===== src/rtl/mipi_csi_rx_pkg.sv =====
// mipi_csi_rx_pkg: shared CSI-2 RX types, defaults and lane-packing helpers.
package mipi_csi_rx_pkg;

    typedef enum logic [1:0] {IDLE, WAIT_LANES, ALIGNED, DRAIN} rx_state_e;

    localparam int MIPI_GEAR_DEF  = 16;
    localparam int MIPI_LANES_DEF = 2;
    localparam int MAX_SKEW_DEF   = 3;

    function automatic int lane_bus_w(input int gear, input int lanes);
        return gear * lanes;
    endfunction

    // Width able to hold any delay 0..max_skew.
    function automatic int tap_width(input int max_skew);
        return $clog2(max_skew + 1);
    endfunction

endpackage


===== src/rtl/mipi_csi_rx_lane_delay.sv =====
// mipi_csi_rx_lane_delay: per-lane history shift register with selectable tap.
module mipi_csi_rx_lane_delay import mipi_csi_rx_pkg::*; #(
    parameter int GEAR  = MIPI_GEAR_DEF,
    parameter int DEPTH = MAX_SKEW_DEF + 1
) (
    input  logic                          clk_i,
    input  logic                          reset_i,
    input  logic [GEAR-1:0]               data_i,
    input  logic                          valid_i,
    input  logic [tap_width(DEPTH-1)-1:0] tap_i,
    output logic [GEAR-1:0]               data_o,
    output logic                          valid_o
);

    logic [GEAR-1:0]  hist_data [DEPTH];
    logic [DEPTH-1:0] hist_valid;

    always_ff @(posedge clk_i or posedge reset_i) begin
        if (reset_i) begin
            for (int k = 0; k < DEPTH; k++) hist_data[k] <= '0;
            hist_valid <= '0;
        end else begin
            hist_data[0] <= data_i;
            for (int k = 1; k < DEPTH; k++) hist_data[k] <= hist_data[k-1];
            hist_valid <= {hist_valid[DEPTH-2:0], valid_i};
        end
    end

    assign data_o  = hist_data[tap_i];
    assign valid_o = hist_valid[tap_i];

endmodule


===== src/rtl/mipi_csi_rx_lane_aligner.sv =====
// mipi_csi_rx_lane_aligner: measures per-packet lane arrival skew and delays
// early lanes so every lane's first word leaves in the same cycle.
module mipi_csi_rx_lane_aligner import mipi_csi_rx_pkg::*; #(
    parameter int MIPI_GEAR  = MIPI_GEAR_DEF,
    parameter int MIPI_LANES = MIPI_LANES_DEF,
    parameter int MAX_SKEW   = MAX_SKEW_DEF
) (
    input  logic                                      clk_i,
    input  logic                                      reset_i,
    input  logic [lane_bus_w(MIPI_GEAR,MIPI_LANES)-1:0] byte_i,
    input  logic [MIPI_LANES-1:0]                     valid_i,
    output logic [lane_bus_w(MIPI_GEAR,MIPI_LANES)-1:0] lane_byte_o,
    output logic                                      lane_valid_o,
    output logic                                      skew_err_o
);

    localparam int TW = tap_width(MAX_SKEW);
    localparam logic [TW-1:0] SKEW_LIM = TW'(MAX_SKEW);

    rx_state_e             state;
    logic [TW-1:0]         skew_cnt;
    logic [TW-1:0]         arrival [MIPI_LANES];
    logic [TW-1:0]         arr_nx  [MIPI_LANES];
    logic [TW-1:0]         tap     [MIPI_LANES];
    logic [MIPI_LANES-1:0] seen, seen_nx;
    logic [MIPI_GEAR-1:0]  dly_data [MIPI_LANES];
    logic [MIPI_LANES-1:0] dly_valid;
    logic                  all_v;

    for (genvar g = 0; g < MIPI_LANES; g++) begin : g_lane
        mipi_csi_rx_lane_delay #(.GEAR(MIPI_GEAR), .DEPTH(MAX_SKEW + 1)) u_dly (
            .clk_i   (clk_i),
            .reset_i (reset_i),
            .data_i  (byte_i[g*MIPI_GEAR +: MIPI_GEAR]),
            .valid_i (valid_i[g]),
            .tap_i   (tap[g]),
            .data_o  (dly_data[g]),
            .valid_o (dly_valid[g])
        );
    end

    // Lanes first seen this edge are stamped with the current count.
    always_comb begin
        seen_nx = seen | valid_i;
        for (int l = 0; l < MIPI_LANES; l++)
            arr_nx[l] = (valid_i[l] && !seen[l]) ? skew_cnt : arrival[l];
    end

    assign all_v = &dly_valid;

    always_ff @(posedge clk_i or posedge reset_i) begin
        if (reset_i) begin
            state        <= IDLE;
            skew_cnt     <= '0;
            seen         <= '0;
            lane_byte_o  <= '0;
            lane_valid_o <= 1'b0;
            skew_err_o   <= 1'b0;
            for (int l = 0; l < MIPI_LANES; l++) begin
                arrival[l] <= '0;
                tap[l]     <= '0;
            end
        end else begin
            skew_err_o <= 1'b0;
            case (state)
                IDLE: if (|valid_i) begin
                    skew_cnt <= TW'(1);
                    seen     <= valid_i;
                    for (int l = 0; l < MIPI_LANES; l++) begin
                        arrival[l] <= '0;
                        tap[l]     <= '0;
                    end
                    state <= &valid_i ? ALIGNED : WAIT_LANES;
                end
                WAIT_LANES: begin
                    arrival <= arr_nx;
                    seen    <= seen_nx;
                    if (&seen_nx) begin
                        for (int l = 0; l < MIPI_LANES; l++) tap[l] <= skew_cnt - arr_nx[l];
                        state <= ALIGNED;
                    end else if (skew_cnt == SKEW_LIM) begin
                        skew_err_o <= 1'b1;
                        state      <= DRAIN;
                    end
                    if (skew_cnt != SKEW_LIM) skew_cnt <= skew_cnt + TW'(1);
                end
                ALIGNED: begin
                    lane_valid_o <= all_v;
                    if (all_v)
                        for (int l = 0; l < MIPI_LANES; l++)
                            lane_byte_o[l*MIPI_GEAR +: MIPI_GEAR] <= dly_data[l];
                    else
                        state <= DRAIN;
                end
                DRAIN: if (valid_i == '0) begin
                    seen  <= '0;
                    state <= IDLE;
                end
                default: state <= IDLE;
            endcase
        end
    end

endmodule


===== config.mk =====
export PLATFORM = sky130hd
export DESIGN_NAME = mipi_csi_rx_lane_aligner
export DESIGN_NICKNAME = d
export VERILOG_FILES = /design/src/rtl/mipi_csi_rx_pkg.sv /design/src/rtl/mipi_csi_rx_lane_delay.sv /design/src/rtl/mipi_csi_rx_lane_aligner.sv
export SDC_FILE = /design/constraint.sdc
export NUM_CORES = 1
export LEC_CHECK = 0
export ABC_AREA = 1
export CORE_MARGIN = 1
export CORE_UTILIZATION = 55
export CTS_BUF_LIST = sky130_fd_sc_hd__clkbuf_2
export DETAILED_ROUTE_END_ITERATION = 10
export DONT_BUFFER_PORTS = 1
export PLACE_DENSITY_LB_ADDON = 0.3
export REMOVE_ABC_BUFFERS = 1
export SKIP_CTS_REPAIR_TIMING = 1
export SYNTH_ARGS = -nofsm -noshare
export SYNTH_HDL_FRONTEND = slang
export SYNTH_SLANG_ARGS = --single-unit

===== constraint.sdc =====
create_clock -name clk_i -period 10.25 [get_ports clk_i]
set_clock_uncertainty 0.2 [all_clocks]
set_input_delay 2.5625 -clock clk_i [delete_from_list [all_inputs] [get_ports clk_i]]
set_output_delay 2.5625 -clock clk_i [all_outputs]
set_load 0.02 [all_outputs]

Word-level counts from Yosys, hierarchy flattened:

Cells that the tools add are included.

* register bits after elaboration: 184
* latch bits: 0
* RAM bits: 0
* ROM bits: 0
* bits of input ports: 36
* output and inout port bits: 34
* word-level logic and storage cells: 90
* memories: 0

* $add $sub $neg: 3
* $mul: 0
* div/mod/pow operators: 0
* $lt $le $gt $ge: 4
* equal/unequal tests: 11
* shift-type cells: 0
* mux-type cells: 31
* bitwise gates (word level): 3
* reduce and logical (&&, ||, !) cells: 18

Operators by type and width (count)
* $bmux W16 S2: 2
* $mux W16: 4
* $mux W2: 11
* $pmux W4 S2: 2
* $ne A2 B2 Y1 const B: 6
* $reduce_and A3 Y1: 4
* $mux W4: 2
* $pmux W2 S4: 1
* $reduce_and A2 Y1: 4
* $eq A2 B2 Y1 const B: 3
* $ge A3 B3 Y1 const B: 2
* $lt A2 B3 Y1 const B: 2
* $not A2 Y3: 2
* $pmux W2 S3: 1
* $mux W1: 5
* $bmux W1 S2: 2
* $logic_not A2 Y1: 2
* $pmux W2 S2: 1
* $reduce_and A4 Y1: 1
* $sub A2 B2 Y2: 2
* $ne A3 B3 Y1 const B: 1
* $reduce_bool A3 Y1: 1
* $add A2 B1 Y2 const B: 1
* $eq A2 B1 Y1 const B: 1
* 5 further kinds: 7

Longest topological paths before layout:

* depth after elaboration: 6
* gate-level depth with buffers: 10
* depth with buffers taken out: 10

Hierarchy:

From an unflattened synthesis, not the netlist that was laid out.

* cell total of the unflattened synthesis: 732
* area total of the unflattened synthesis: 7272.0 um^2

Modules (own cells, without submodules)
* mipi_csi_rx_lane_delay: instances 2, cells each 268, area an instance 2549.9 um^2, seq. area each 1701.6 um^2
* mipi_csi_rx_lane_aligner: instances 1, cells each 196, area an instance 2172.1 um^2, seq. area each 1201.2 um^2

Least setup slack after synthesis:

OpenSTA, ideal clock, no wires.

* kind: input -> register
* start point: in valid_i[0]
* end point: reg tap[0] (netlist bit)
* setup time: 0.128 ns
* data arrival time: 3.285 ns
* data required time: 9.922 ns
* path slack: 6.637 ns
* stages on the path: 8
* buffers on the path: 0
* cells stage by stage: nor2_1 > nand2_1 > o21ai_0 > inv_1 > nand2_1 > inv_1 > nand2_1 > o21ai_0

* cells in the longest elaborated chain, start to end: 4
* elaborated cells on any way between the ends: 6
* classes of those cells: eq/ne (2); bitwise (1); reduce/logical (3)

RTL lines
* from (decl): line mipi_csi_rx_lane_aligner.sv:11 `input logic [MIPI_LANES-1:0] valid_i,`
* $or A2 B2 Y2: line mipi_csi_rx_lane_aligner.sv:44 `seen_nx = seen | valid_i;`
* $reduce_and A2 Y1: line mipi_csi_rx_lane_aligner.sv:78 `if (&seen_nx) begin`
* $ne A2 B2 Y1 (no source line)
* $reduce_and A3 Y1 (no source line) (*)
* to (signal, indexed assignment): line mipi_csi_rx_lane_aligner.sv:61 `tap[l] <= '0;`
* to (signal, indexed assignment): line mipi_csi_rx_lane_aligner.sv:71 `tap[l] <= '0;`
* to (decl): line mipi_csi_rx_lane_aligner.sv:24 `logic [TW-1:0] tap [MIPI_LANES];`

Mark *: on every way between the ends. The rest lies on a longest branch, timed or not.
A chain may end at the register's enable or synchronous reset.

Worst setup path in the final report:

* start point: reg lane_byte_o[19]
* end point: out lane_byte_o[19]

RTL lines
* from (decl): line mipi_csi_rx_lane_aligner.sv:12 `output logic [lane_bus_w(MIPI_GEAR,MIPI_LANES)-1:0] lane_byte_o,`
* from (signal, indexed assignment): line mipi_csi_rx_lane_aligner.sv:91 `lane_byte_o[l*MIPI_GEAR +: MIPI_GEAR] <= dly_data[l];`

No word-level cell between the ends.

==> impl_metrics.toml <==
[run_status]
run_status = "finished with violations"
violations = "design-rule violations"

[synthesis]
synth.area.mux_share_pct = 0
postSynthAreaPerCell_um2 = 10.7
postSynthRegisterBits = 184
synth-seq-area-share_pct = 69.7
largest_family_of_logic_cells_by_synthesized_area = "compound AO/OA/AOI/OAI gates"
yosys_warnings = 0
yosysUniqueCellTypes = 21
synth-adder-area-share_pct = 1.51
synth-compound-area-share_pct = 12.2
netlist_instances = 619
post_synth_and_or_nand_nor_area_fraction_pct = 10.6
post_synthesis_cell_area_um2 = 6610
synthXorXnorAreaFrac_pct = 0

[global_route]
globalRoute.totalOverflow = 0
grt_start_max_net_pins = 106
grt_usage_pct = 20.3
first_global_vias = 4084
antenna_found_initial = 2
wire_length_of_the_first_global_routing_pass_um = 19600

[min_path]
hold_path_class = "flop to flop"
hold_path.startpoint = "g_lane[0].u_dly.hist_data[61]$_DFF_PP0_"

[sta]
fmax_mhz = 248
rsz0062_at_grt = "false"
setup_viol_count_final = 0
maxSlewViolCount = 0
relSlewSlack_pct = 25.5
slew_at_the_pin_closest_to_its_max_slew_limit_ps = 1120
finalCritPeriodShare_pct = 39.4
report.final.hold_viol_count = 0
fin_setup_tns_ps = 0
period_needed_ps = 4040

[critical_path]
critPathLaunchType = "flop"
worst_ep_required_time_ps = 7490
timing.critical_path.to_type = "primary output"
crit_path_start = "lane_byte_o[19]$_DFFE_PP0P_"
critical_path.max_fanout = 2
r2r_start = "tap[2]$_DFFE_PP0P_"
crit_arrival_ps = 1280
timing.setup.critical_path_class = "flop to primary output"

[drt]
vias_per_cell = 5.28
wire_per_inst_um = 14.8
initialDrtViolationCount = 327
postRouteWirelength_um = 11400
first_pass_iters = 8
detail_route.drc_violations = 16
final_antenna_net_count = 0
num_vias = 4069

[clocking]
max-clock-path-buffers = 2
cts_tree = "done"
clock-sinks = 184
cts-htree-levels = 4
cts.reportedPaths.clkPinSlew_ps = 260
numCtsBuffers = 17
worstSkewPairLatency_ps = 730
cts-root-buf = "sky130_fd_sc_hd__clkbuf_2"

[floorplan]
dieWidth_um = 112
floorplan.rows = 39
design.core.area_um2 = 11600
start_util_pct = 57.1
design.die.area_um2 = 12500
die_height_um = 112
number_of_ports_placed_on_the_die_boundary = 70

[finish]
ratio_of_cells_with_drive_above_1_in_the_final_layout_pct = 6.24
commonest_non_fill_non_tap_cell_in_the_layout = "sky130_fd_sc_hd__dfrtp_1"
final_cell_count_no_fill = 770
layout_common_cells = "sky130_fd_sc_hd__dfrtp_1, sky130_fd_sc_hd__o21ai_0, sky130_fd_sc_hd__nor2_1, sky130_fd_sc_hd__nand2_1, sky130_fd_sc_hd__inv_1"
nNetsFinal = 656
finalCoreUtilization_pct = 60.7
flow.area_growth_from_synthesis_pct = 6.23
final_design_area_no_fill_um2 = 7020

[pwr]
p_leak_nw = 3.36
pwr_density_cell_nw_per_um2 = 272
worst_ir_drop_vdd_uv = 111

[place]
port_buffers = 0
place_congestion = 0.813
dpl.cell_count = 736
dpl-instance-area_um2 = 6660
detailed_place_hpwl_um = 6850

[flow_run]
maxCapViolations = 0
## layer usage
layer  GRT usage (%)  routed length [um]  vias to the layer above  part of all wire (%)
li1                -                   -                     1982                     -
met1            27.1                5100                     1962                    45
met2            31.2                5370                      105                    47
met3            5.55                 659                       20                   5.8
met4            9.37                 252                        0                   2.2
met5               0                   0                        -                     0
## report_power, final
group / internal (mW) / switching (mW) / leakage (nW)
Sequential: 0.835 / 0.187 / 2.20
Clock: 0.235 / 0.241 / 0.191
Combinational: 0.150 / 0.263 / 0.972
## metrics by stage
step	total power [mW]	setup WS, ps	hold WS, ps
floorplan	1.32	2490	149
global placement	1.42	5880	151
detailed placement	1.45	5820	155
CTS	1.92	6120	187
global route	2.04	6110	184
finish	1.91	6210	181
## Yosys cell counts, drive strengths merged
library cell	instances	area, um2
nand3b	1	7.51
nand2	76	285
inv	65	249
and2	1	6.26
ha	8	100
o21a	3	22.5
dfrtp	184	4600
nand3	15	80.1
clkbuf	9	33.8
nor2	86	323
o21ai	135	676
buf	19	116
a21oi	1	5.00
o22ai	16	100
## kinds of logic (layout without fill, tap and decap cells)
kind of cell	Yosys count	in the layout
other cells	0	2
compound gates	155	155
fa+ha+maj	8	8
flops	184	184
simple gates	179	179
buf+inv	93	99
## cell type report
cell class | count | area (um2)
Clock inverter | 15 | 273
Sequential cell | 184 | 4600
Tap cell | 143 | 179
Antenna cell | 2 | 5.00
Inverter | 65 | 254
Fill cell | 924 | 4540
Timing Repair Buffer | 2 | 15.0
Clock buffer | 17 | 85.1
Multi-Input combinational cell | 342 | 1610
## worst paths after layout
check                                                               end  slack (ps)  cells past startpoint
worst max-delay path                                    lane_byte_o[19]        6210                      0
worst min-delay path            g_lane[0].u_dly.hist_data[45]$_DFF_PP0_         180                      0
worst max register to register              lane_byte_o[20]$_DFFE_PP0P_        7090                      7
worst min register to register  g_lane[0].u_dly.hist_data[45]$_DFF_PP0_         180                      0
max in group asynchronous                   lane_byte_o[26]$_DFFE_PP0P_        6660                      2
min in group asynchronous       g_lane[0].u_dly.hist_data[13]$_DFF_PP0_        1600                      1
## flip-flops by register name, indices dropped and copies added, names as in the netlist
register and flops:
g_lane.u_dly.hist_data 128, lane_byte_o 32, g_lane.u_dly.hist_valid 8, arrival 4, tap 4, seen 2, skew_cnt 2, state 2
lane_valid_o 1, skew_err_o 1
(Power assumes the default switching activity.)
